### src/rtl/pattern_hit_detector_pkg.sv
// Shared types and default sizes for the pattern hit detector.
package pattern_hit_pkg;

  localparam int SYM_W_DEF   = 8;
  localparam int PAT_LEN_DEF = 4;
  localparam int IDX_W_DEF   = 7;
  localparam int CNT_W_DEF   = 8;

  typedef enum logic [1:0] {
    EMPTY = 2'd0,
    LOAD  = 2'd1,
    RUN   = 2'd2
  } state_e;

endpackage

### src/rtl/pattern_hit_detector_if.sv
// Stream, pattern-load and hit-report signals between the detector and its neighbours.
interface pattern_hit_detector_if
  import pattern_hit_pkg::*;
#(
  parameter int SYM_W = SYM_W_DEF,
  parameter int IDX_W = IDX_W_DEF,
  parameter int CNT_W = CNT_W_DEF
) ();

  logic             pl;
  logic             pat_wr;
  logic [SYM_W-1:0] pat_sym;
  logic             sym_valid;
  logic [SYM_W-1:0] sym;
  logic             hout;
  logic [IDX_W-1:0] match_pos;
  logic [CNT_W-1:0] match_cnt;
  logic             pat_ready;

  // The detector is the producer of hit reports.
  modport master (
    input  pl, pat_wr, pat_sym, sym_valid, sym,
    output hout, match_pos, match_cnt, pat_ready
  );

  modport slave (
    output pl, pat_wr, pat_sym, sym_valid, sym,
    input  hout, match_pos, match_cnt, pat_ready
  );

endinterface

### src/rtl/pattern_hit_detector_match_window.sv
// Sliding window of the last PAT_LEN accepted symbols and its compare against the pattern.
module match_window
  import pattern_hit_pkg::*;
#(
  parameter int SYM_W   = SYM_W_DEF,
  parameter int PAT_LEN = PAT_LEN_DEF
) (
  input  logic                            clk,
  input  logic                            reset,
  input  logic                            clear_i,
  input  logic                            shift_i,
  input  logic [SYM_W-1:0]                sym_i,
  input  logic [PAT_LEN-1:0][SYM_W-1:0]   pattern_i,
  output logic                            hit_now_o
);

  localparam int FILL_W = $clog2(PAT_LEN + 1);

  logic [PAT_LEN-1:0][SYM_W-1:0] win_q, win_d;
  logic [FILL_W-1:0]             fill_q, fill_d;
  logic                          shifted_q, shifted_d;

  // Slot 0 holds the oldest symbol so it lines up with pattern slot 0.
  always_comb begin
    win_d     = win_q;
    fill_d    = fill_q;
    shifted_d = 1'b0;
    if (clear_i) begin
      fill_d = '0;
    end else if (shift_i) begin
      for (int i = 0; i < PAT_LEN - 1; i++) begin
        win_d[i] = win_q[i+1];
      end
      win_d[PAT_LEN-1] = sym_i;
      if (fill_q != FILL_W'(PAT_LEN)) begin
        fill_d = fill_q + FILL_W'(1);
      end
      shifted_d = 1'b1;
    end
  end

  always_ff @(posedge clk) begin
    if (!reset) begin
      win_q     <= '0;
      fill_q    <= '0;
      shifted_q <= 1'b0;
    end else begin
      win_q     <= win_d;
      fill_q    <= fill_d;
      shifted_q <= shifted_d;
    end
  end

  // A full window only counts once, in the cycle right after the symbol that completed it.
  assign hit_now_o = shifted_q && (fill_q == FILL_W'(PAT_LEN)) && (win_q == pattern_i);

endmodule

### src/rtl/pattern_hit_detector.sv
// Programmable pattern matcher: loads a PAT_LEN-symbol pattern, then reports hits on the stream.
module pattern_hit_detector
  import pattern_hit_pkg::*;
#(
  parameter int SYM_W   = SYM_W_DEF,
  parameter int PAT_LEN = PAT_LEN_DEF,
  parameter int IDX_W   = IDX_W_DEF,
  parameter int CNT_W   = CNT_W_DEF
) (
  input  logic                    clk,
  input  logic                    reset,
  pattern_hit_detector_if.master  bus
);

  localparam int PW = $clog2(PAT_LEN + 1);

  state_e                        state_q, state_d;
  logic [PW-1:0]                 patWrCnt_q, patWrCnt_d;
  logic [PAT_LEN-1:0][SYM_W-1:0] pattern_q, pattern_d;
  logic [IDX_W-1:0]              idx_q, idx_d;
  logic [IDX_W-1:0]              matchPos_q, matchPos_d;
  logic [CNT_W-1:0]              matchCnt_q, matchCnt_d;
  logic                          hout_q, hout_d;
  logic                          winShift, winClear, hitNow;

  match_window #(
    .SYM_W   (SYM_W),
    .PAT_LEN (PAT_LEN)
  ) u_window (
    .clk       (clk),
    .reset     (reset),
    .clear_i   (winClear),
    .shift_i   (winShift),
    .sym_i     (bus.sym),
    .pattern_i (pattern_q),
    .hit_now_o (hitNow)
  );

  // idx_q has already moved past the completing symbol, hence the PAT_LEN offset.
  always_comb begin
    state_d    = state_q;
    patWrCnt_d = patWrCnt_q;
    pattern_d  = pattern_q;
    idx_d      = idx_q;
    matchPos_d = matchPos_q;
    matchCnt_d = matchCnt_q;
    hout_d     = 1'b0;
    winShift   = 1'b0;
    winClear   = bus.pl;

    if (hitNow && !bus.pl) begin
      hout_d     = 1'b1;
      matchPos_d = idx_q - IDX_W'(PAT_LEN);
      if (matchCnt_q != '1) begin
        matchCnt_d = matchCnt_q + CNT_W'(1);
      end
    end

    if (bus.pl) begin
      idx_d      = '0;
      matchCnt_d = '0;
    end

    if (bus.pat_wr) begin
      if (state_q == RUN) begin
        pattern_d[0] = bus.pat_sym;
        patWrCnt_d   = PW'(1);
        state_d      = LOAD;
        winClear     = 1'b1;
      end else begin
        for (int i = 0; i < PAT_LEN; i++) begin
          if (patWrCnt_q == PW'(i)) begin
            pattern_d[i] = bus.pat_sym;
          end
        end
        patWrCnt_d = patWrCnt_q + PW'(1);
        state_d    = (patWrCnt_q == PW'(PAT_LEN - 1)) ? RUN : LOAD;
      end
    end else if (!bus.pl && bus.sym_valid && state_q == RUN) begin
      winShift = 1'b1;
      idx_d    = idx_q + IDX_W'(1);
    end
  end

  always_ff @(posedge clk) begin
    if (!reset) begin
      state_q    <= EMPTY;
      patWrCnt_q <= '0;
      pattern_q  <= '0;
      idx_q      <= '0;
      matchPos_q <= '0;
      matchCnt_q <= '0;
      hout_q     <= 1'b0;
    end else begin
      state_q    <= state_d;
      patWrCnt_q <= patWrCnt_d;
      pattern_q  <= pattern_d;
      idx_q      <= idx_d;
      matchPos_q <= matchPos_d;
      matchCnt_q <= matchCnt_d;
      hout_q     <= hout_d;
    end
  end

  assign bus.hout      = hout_q;
  assign bus.match_pos = matchPos_q;
  assign bus.match_cnt = matchCnt_q;
  assign bus.pat_ready = (state_q == RUN);

endmodule
### src/flat_wrapper.sv
// flat-port wrapper written by rule: the top's interface ports become plain ports
module pattern_hit_detector_flat import pattern_hit_pkg::*;
#(
  parameter int SYM_W   = SYM_W_DEF,
  parameter int PAT_LEN = PAT_LEN_DEF,
  parameter int IDX_W   = IDX_W_DEF,
  parameter int CNT_W   = CNT_W_DEF
)
  (clk, reset, bus_pl, bus_pat_wr, bus_pat_sym, bus_sym_valid, bus_sym, bus_hout, bus_match_pos, bus_match_cnt, bus_pat_ready);
  pattern_hit_detector_if #(.SYM_W(SYM_W), .IDX_W(IDX_W), .CNT_W(CNT_W)) bus_i ();
  input  logic clk;
  input  logic reset;
  input wire logic [$bits(bus_i.pl)-1:0] bus_pl;
  input wire logic [$bits(bus_i.pat_wr)-1:0] bus_pat_wr;
  input wire logic [$bits(bus_i.pat_sym)-1:0] bus_pat_sym;
  input wire logic [$bits(bus_i.sym_valid)-1:0] bus_sym_valid;
  input wire logic [$bits(bus_i.sym)-1:0] bus_sym;
  output wire logic [$bits(bus_i.hout)-1:0] bus_hout;
  output wire logic [$bits(bus_i.match_pos)-1:0] bus_match_pos;
  output wire logic [$bits(bus_i.match_cnt)-1:0] bus_match_cnt;
  output wire logic [$bits(bus_i.pat_ready)-1:0] bus_pat_ready;
  assign bus_i.pl = bus_pl;
  assign bus_i.pat_wr = bus_pat_wr;
  assign bus_i.pat_sym = bus_pat_sym;
  assign bus_i.sym_valid = bus_sym_valid;
  assign bus_i.sym = bus_sym;
  assign bus_hout = bus_i.hout;
  assign bus_match_pos = bus_i.match_pos;
  assign bus_match_cnt = bus_i.match_cnt;
  assign bus_pat_ready = bus_i.pat_ready;
  pattern_hit_detector #(.SYM_W(SYM_W), .PAT_LEN(PAT_LEN), .IDX_W(IDX_W), .CNT_W(CNT_W)) u_core (.clk(clk), .reset(reset), .bus(bus_i));
endmodule
### config.mk
export PLATFORM = sky130hd
export DESIGN_NAME = pattern_hit_detector_flat
export DESIGN_NICKNAME = d
export VERILOG_FILES = /design/src/rtl/pattern_hit_detector_pkg.sv /design/src/rtl/pattern_hit_detector_if.sv /design/src/rtl/pattern_hit_detector_match_window.sv /design/src/rtl/pattern_hit_detector.sv /design/src/flat_wrapper.sv
export SDC_FILE = /design/constraint.sdc
export NUM_CORES = 1
export LEC_CHECK = 0
export CAP_MARGIN = 20
export CELL_PAD_IN_SITES_DETAIL_PLACEMENT = 1
export CELL_PAD_IN_SITES_GLOBAL_PLACEMENT = 2
export CORE_UTILIZATION = 30
export CTS_CLUSTER_SIZE = 12
export DETAILED_ROUTE_END_ITERATION = 10
export DONT_BUFFER_PORTS = 1
export GPL_TIMING_DRIVEN = 0
export PLACE_DENSITY = 0.74
export SLEW_MARGIN = 20
export SYNTH_ARGS = -nofsm -noshare
export SYNTH_HDL_FRONTEND = slang
export SYNTH_HIERARCHICAL = 1
export SYNTH_SLANG_ARGS = --single-unit
### constraint.sdc
create_clock -name clk -period 3.49 [get_ports clk]
set_clock_uncertainty 0.2 [all_clocks]
set_input_delay 0.5235 -clock clk [delete_from_list [all_inputs] [get_ports clk]]
set_output_delay 0.5235 -clock clk [all_outputs]
set_load 0.01 [all_outputs]
==> results of run 1 <==
-- final timing paths --
check / startpoint / endpoint / cells past startpoint
min reg2reg: u_core/u_window/win_q[4] / u_core/u_window/win_q[4] / 2
max: u_core/u_window/win_q[31] / u_core/bus.match_cnt[7] / 9
max reg2reg: u_core/u_window/win_q[31] / u_core/bus.match_cnt[7] / 9
min: bus_sym[6] / u_core/u_window/win_q[30] / 2
-- flip-flops by register name, indices dropped and copies added (netlist names) --
signal	cells
u_core/idx_q	7
u_core/u_window/win_q	32
u_core/bus.match_cnt	8
u_core/u_window/fill_q	3
u_core/state_q	2
u_core/pattern_q	32
u_core/patWrCnt_q	3
u_core/bus.match_pos	7
u_core/bus.hout	1
u_core/u_window/shifted_q	1
-- layer usage --
layer | vias up | global-route usage [%]
li1 | 1566 | -
met1 | 1511 | 19.2
met2 | 37 | 27.9
met3 | 6 | 5.94
met4 | 0 | 3.94
met5 | - | 0
-- worst max-delay path: stages (launching register included) --
cell,delay [ps]
dfxtp_1,340
xor2_1,170
nor4_1,340
nand4_1,200
nor4_2,410
nor2b_2,200
buf_4,170
and4_4,260
a31oi_1,80
a211oi_1,210
-- kinds of logic (layout without fill, tap and decap cells) --
family,count (synthesis),after routing,share of synthesized area [%]
multiplexers,24,24,5.70
XOR/XNOR,44,44,9.14
adder cells (fa/ha/maj),11,11,3.27
buffers and inverters,36,50,4.07
AND/OR/NAND/NOR,180,180,20.8
flip-flops,96,96,45.6
AO/OA/AOI/OAI,71,71,11.4
-- power breakdown --
group          switching (mW)  internal, mW  leakage, nW
combinational          0.0615        0.0465         1.01
clock                   0.400         0.494        0.126
sequential             0.0141          1.11        0.776
-- cells in the final DEF (no fill, tap or decap), types with 10 or more instances in the layout --
master / Yosys / routed
ha_1: 11 / 11
nand3_1: 24 / 24
inv_1: 10 / 10
nor2b_1: 22 / 22
dfxtp_1: 96 / 96
mux2i_1: 24 / 24
o21ai_0: 22 / 22
nor2_1: 17 / 17
a21boi_0: 33 / 33
xor2_1: 34 / 34
nand2_1: 82 / 82
xnor2_1: 10 / 10
clkbuf_1: 9 / 12
-- final cells by class --
type	instances	area, sq um
sequential	96	1920
clock buffer	13	250
multi-input combinational	330	2120
inverter	11	43.8
buffer	25	128
fill	1614	8760
clock inverter	1	5.00
tap	176	220
-- cell usage after synthesis, drive strengths merged --
library cell  number
nor3               3
nor4               8
nor2              17
a21o               1
o21ai             24
dfxtp             96
buf               16
a21oi              5
and2               3
ha                11
and4bb             1
clkbuf             9
and4b              1
o211a              3
a21boi            33
nand3             24
and4               1
mux2i             24
inv               11
nand2b             5
a211oi             2
nand2             82
xor2              34
o2111a             1
nor3b              1
a31oi              2
and3               2
nor2b             23
nand4              9
xnor2             10
-- per-stage QoR --
stage                     total power, mW  util (%)
after global placement               1.26      33.0
final                                2.13      34.9
after global routing                 2.22      34.9
after floorplan                      1.23         -
after detailed placement             1.26      33.0
after CTS                            2.17      34.9
==> impl_metrics.ini, run 1 <==
[sta]
relSlewSlack_pct = 63.2
hold_viol = 0
setup_ws_ps = 823
holdWs_ps = 115
finalCriticalPeriod_ps = 2670
worst_pin_slew_ps = 553
fmax_mhz = 375
finalCritPeriodShare_pct = 76.4
setup_tns_ps = 0
slew_violations = 0
rsz0062_at_grt = false
setup-violations-final = 0

[synth]
ys_seq_area_share_pct = 45.6
postSynthCellCount = 462
synth.avg_cell_area_sq_um = 9.12
synth.top_cell.area_share_pct = 45.6
synthTopCellsByArea = dfxtp_1 46%, nand2_1 7.3%, xor2_1 7.1%
synth_seq_cells = 96
synth_nets = 494
synth_top_cell_by_area = dfxtp_1
netlist_area_sq_um = 4220
yosys_warnings = 6
ys_types = 38

[die]
die_w_um = 121
die_y_um = 121
ioPinCount = 38
num_rows = 42
start_util_pct = 31.3
die-area_sq_um = 14500
core_area_sq_um = 13500

[flow_run]
cap_viol_max_count = 0

[cells_and_area]
fin_cells = 652
stdcell_area_sq_um = 4690
drive_above_1_share_pct = 7.14
syn2layout_area_growth_pct = 11.3
n_antenna_cell = 0
num-nets-final = 505

[clocking]
cts_sinks = 96
cts_buffers = 9
post_cts_resized = 0
clk_latency_ps = 350
clkTransAtPathRegs_ps = 60
clock_path_buffers = 2
cts.root.buffer_cell = clkbuf_16
cts_hold_buf = 0
cts_post_setup_buffers_inserted = 0
tritoncts = built
htree_levels = 3

[global_route]
grt_pass1_wl_mm = 17.7
grt.total_usage_pct = 16.3
antenna_found_initial = 0
gr-total-overflow = 0
grt_max_degree = 14
grt_pass1_vias = 3344

[drt]
drt-total-wl_mm = 10.8
vias_per_cell = 4.79
routedWlPerCell_um = 16.5
drc = 0
maxUsedRoutingLayer = met4
drt_first_pass_iters = 4
drtIter0Drc = 98
vias = 3120
wl_met3_um = 479
met2_length_mm = 5.30
postRouteAntennaNets = 0
wl_met1_mm = 4.87

[worst_setup_path]
crit_path_end_kind = flop
path_class = flop to flop
r2r_slack_ps = 820
cp.required_ps = 3560
path_max_fanout = 10
crit_arrival_ps = 2730
crit_path_start_kind = flop

[placement]
place_inst = 638
dp_slack_ps = 784
dpl.hpwl_mm = 8.17
gp_congestion = 0.741
io_buffers = 0
place_area_sq_um = 4440

[min_path]
min_path_type = primary input to flop

[power]
leakage_nw = 1.91
vdd_drop_max_mv = 0.291
power_density_nw_per_um2 = 454

[outcome]
status = finished clean
(Power assumes the default switching activity.)
==> run 2: changes to the inputs <==
- PLACE_DENSITY: 0.74 -> 0.76
- clock period: 3.49 -> 2.4 ns (I/O delays scaled with it)
==> impl_metrics.ini, run 2 (same netlist as run 1, synthesis figures left out) <==
[sta]
worst_pin_slew_ps = 598
setup-violations-final = 14
fmax_mhz = 388
hold_viol = 0
setup_ws_ps = -174
finalCriticalPeriod_ps = 2570
rsz0062_at_grt = true
setup_tns_ps = -1010
finalCritPeriodShare_pct = 107
relSlewSlack_pct = 60.2
slew_violations = 0

[clocking]
htree_levels = 3
cts.root.buffer_cell = clkbuf_16
clock_path_buffers = 2
clkTransAtPathRegs_ps = 70
cts_buffers = 9
clk_latency_ps = 350
cts_sinks = 96
tritoncts = built

[placement]
place_inst = 638
io_buffers = 0
gp_congestion = 0.750
dp_slack_ps = -274
dpl.hpwl_mm = 8.03

[drt]
drt-total-wl_mm = 11.3
drtIter0Drc = 109
drt_first_pass_iters = 4
routedWlPerCell_um = 16.6
drc = 0
vias_per_cell = 4.78
postRouteAntennaNets = 0
vias = 3244

[cells_and_area]
postLayoutCoreUtil_pct = 37.6
n_antenna_cell = 0
syn2layout_area_growth_pct = 20.1
drive_above_1_share_pct = 11.7
num-nets-final = 530
layout_common_cells = 90 x dfxtp_1, 81 x nand2_1, 34 x xor2_1
final_common_cell = dfxtp_1
fin_cells = 679

[worst_setup_path]
path_buf_inv = 2
path_class = flop to flop
crit_arrival_ps = 2600
cpMostUsedCell = nand4_1
reg2reg_depth = 10
cp-startpoint = u_core/u_window/win_q[18]
path_max_fanout = 4
path_cells = xor2_1 -> nor4_1 -> nand4_1 -> nor4_4 -> nor2b_4 -> buf_6 -> buf_4 -> nand4_1 -> mux2i_1 -> nor2_1
timing.rr.end = u_core/bus.match_cnt[4]
cp_slowest_cell = nor4_4
r2r_slack_ps = -170
cp.required_ps = 2430
crit_path_start_kind = flop
cpLargestDelayFamily = simple AND/OR/NAND/NOR gates
max_stage_delay_ps = 380
r2r-start = u_core/u_window/win_q[18]
crit_end = u_core/bus.match_cnt[4]
crit_path_end_kind = flop
crit_cells = 10

[die]
die-area_sq_um = 14500
ioPinCount = 38
core_area_sq_um = 13500
die_w_um = 121
start_util_pct = 31.3
die_y_um = 121
num_rows = 42

[power]
power_density_nw_per_um2 = 670
vdd_drop_max_mv = 0.283
leakage_nw = 2.08
total_power_mw = 3.39

[min_path]
min_path_type = primary input to flop

[global_route]
grt.total_usage_pct = 16.3
antenna_found_initial = 0
grt_max_degree = 16
grt_pass1_wl_mm = 17.9
grt_pass1_vias = 3361
gr-total-overflow = 0

[outcome]
violations = negative setup slack
status = finished with violations

[flow_run]
cap_viol_max_count = 0
[run 2: changes by cell type in the layout (fill, tap and decap cells not counted), moves of 2 or more]
| cell | delta |
|---|---|
| buf_4 | +6 |
| bufinv_16 | +2 |
| clkbuf_1 | -3 |
| clkinv_2 | +2 |
| dfxtp_1 | -6 |
| dfxtp_2 | +5 |
| dlygate4sd3_1 | +17 |
| nor4_1 | -2 |
[run 2: layout make-up]
cell class              instances  area [sq um]
plain buffers                  24           126
flip-flops and latches         96          1930
clock inverters                 6          82.6
multi-input cells             330          2160
repair buffers                 26           258
fillers                      1590          8390
well taps                     176           220
clock buffers                  10           239
inverters                      11          43.8
[run 2: repair_timing]
action | 4_1_cts | 5_1_grt
gates resized for setup | 6 | 15
endpoints found under the hold margin | 40 | 0
pin swaps | 5 | 4
hold buffers | 17 | 0
buffers inserted | 4 | 5
endpoints found under the setup margin | 15 | 34
[run 2: worst min path at each step]
stage / slack [ps] / end / cells after the start / startpoint
floorplan: 250 / u_core/u_window/fill_q[1] / 2 / u_core/u_window/fill_q[1]
global placement: 260 / u_core/u_window/fill_q[1] / 2 / u_core/u_window/fill_q[1]
detailed placement: 280 / u_core/pattern_q[12] / 2 / u_core/pattern_q[12]
CTS: 1 / u_core/u_window/fill_q[1] / 2 / reset
global route: 8 / u_core/u_window/fill_q[2] / 2 / reset
finish: 10 / u_core/pattern_q[27] / 2 / bus_pat_sym[3]
[run 2: stage by stage]
step	hold WS, ps	instance area [sq um]
after floorplan	253	4220
after CTS	1.10	4990
after global placement	263	4440
final	9.96	5060
after global routing	7.86	5060
after detailed placement	282	4440
[run 2: metal layers]
layer	share of wire (%)	vias to the layer above	GRT usage [%]
li1	-	1623	-
met1	46	1559	20.1
met2	48	49	27.3
met3	3.8	13	3.63
met4	1.8	0	6.71
met5	0	-	0
[run 2: where the power goes]
part	internal (mW)	switching (mW)
registers	1.62	0.0200
clock network	0.936	0.626
logic	0.0878	0.105
total	2.64	0.751
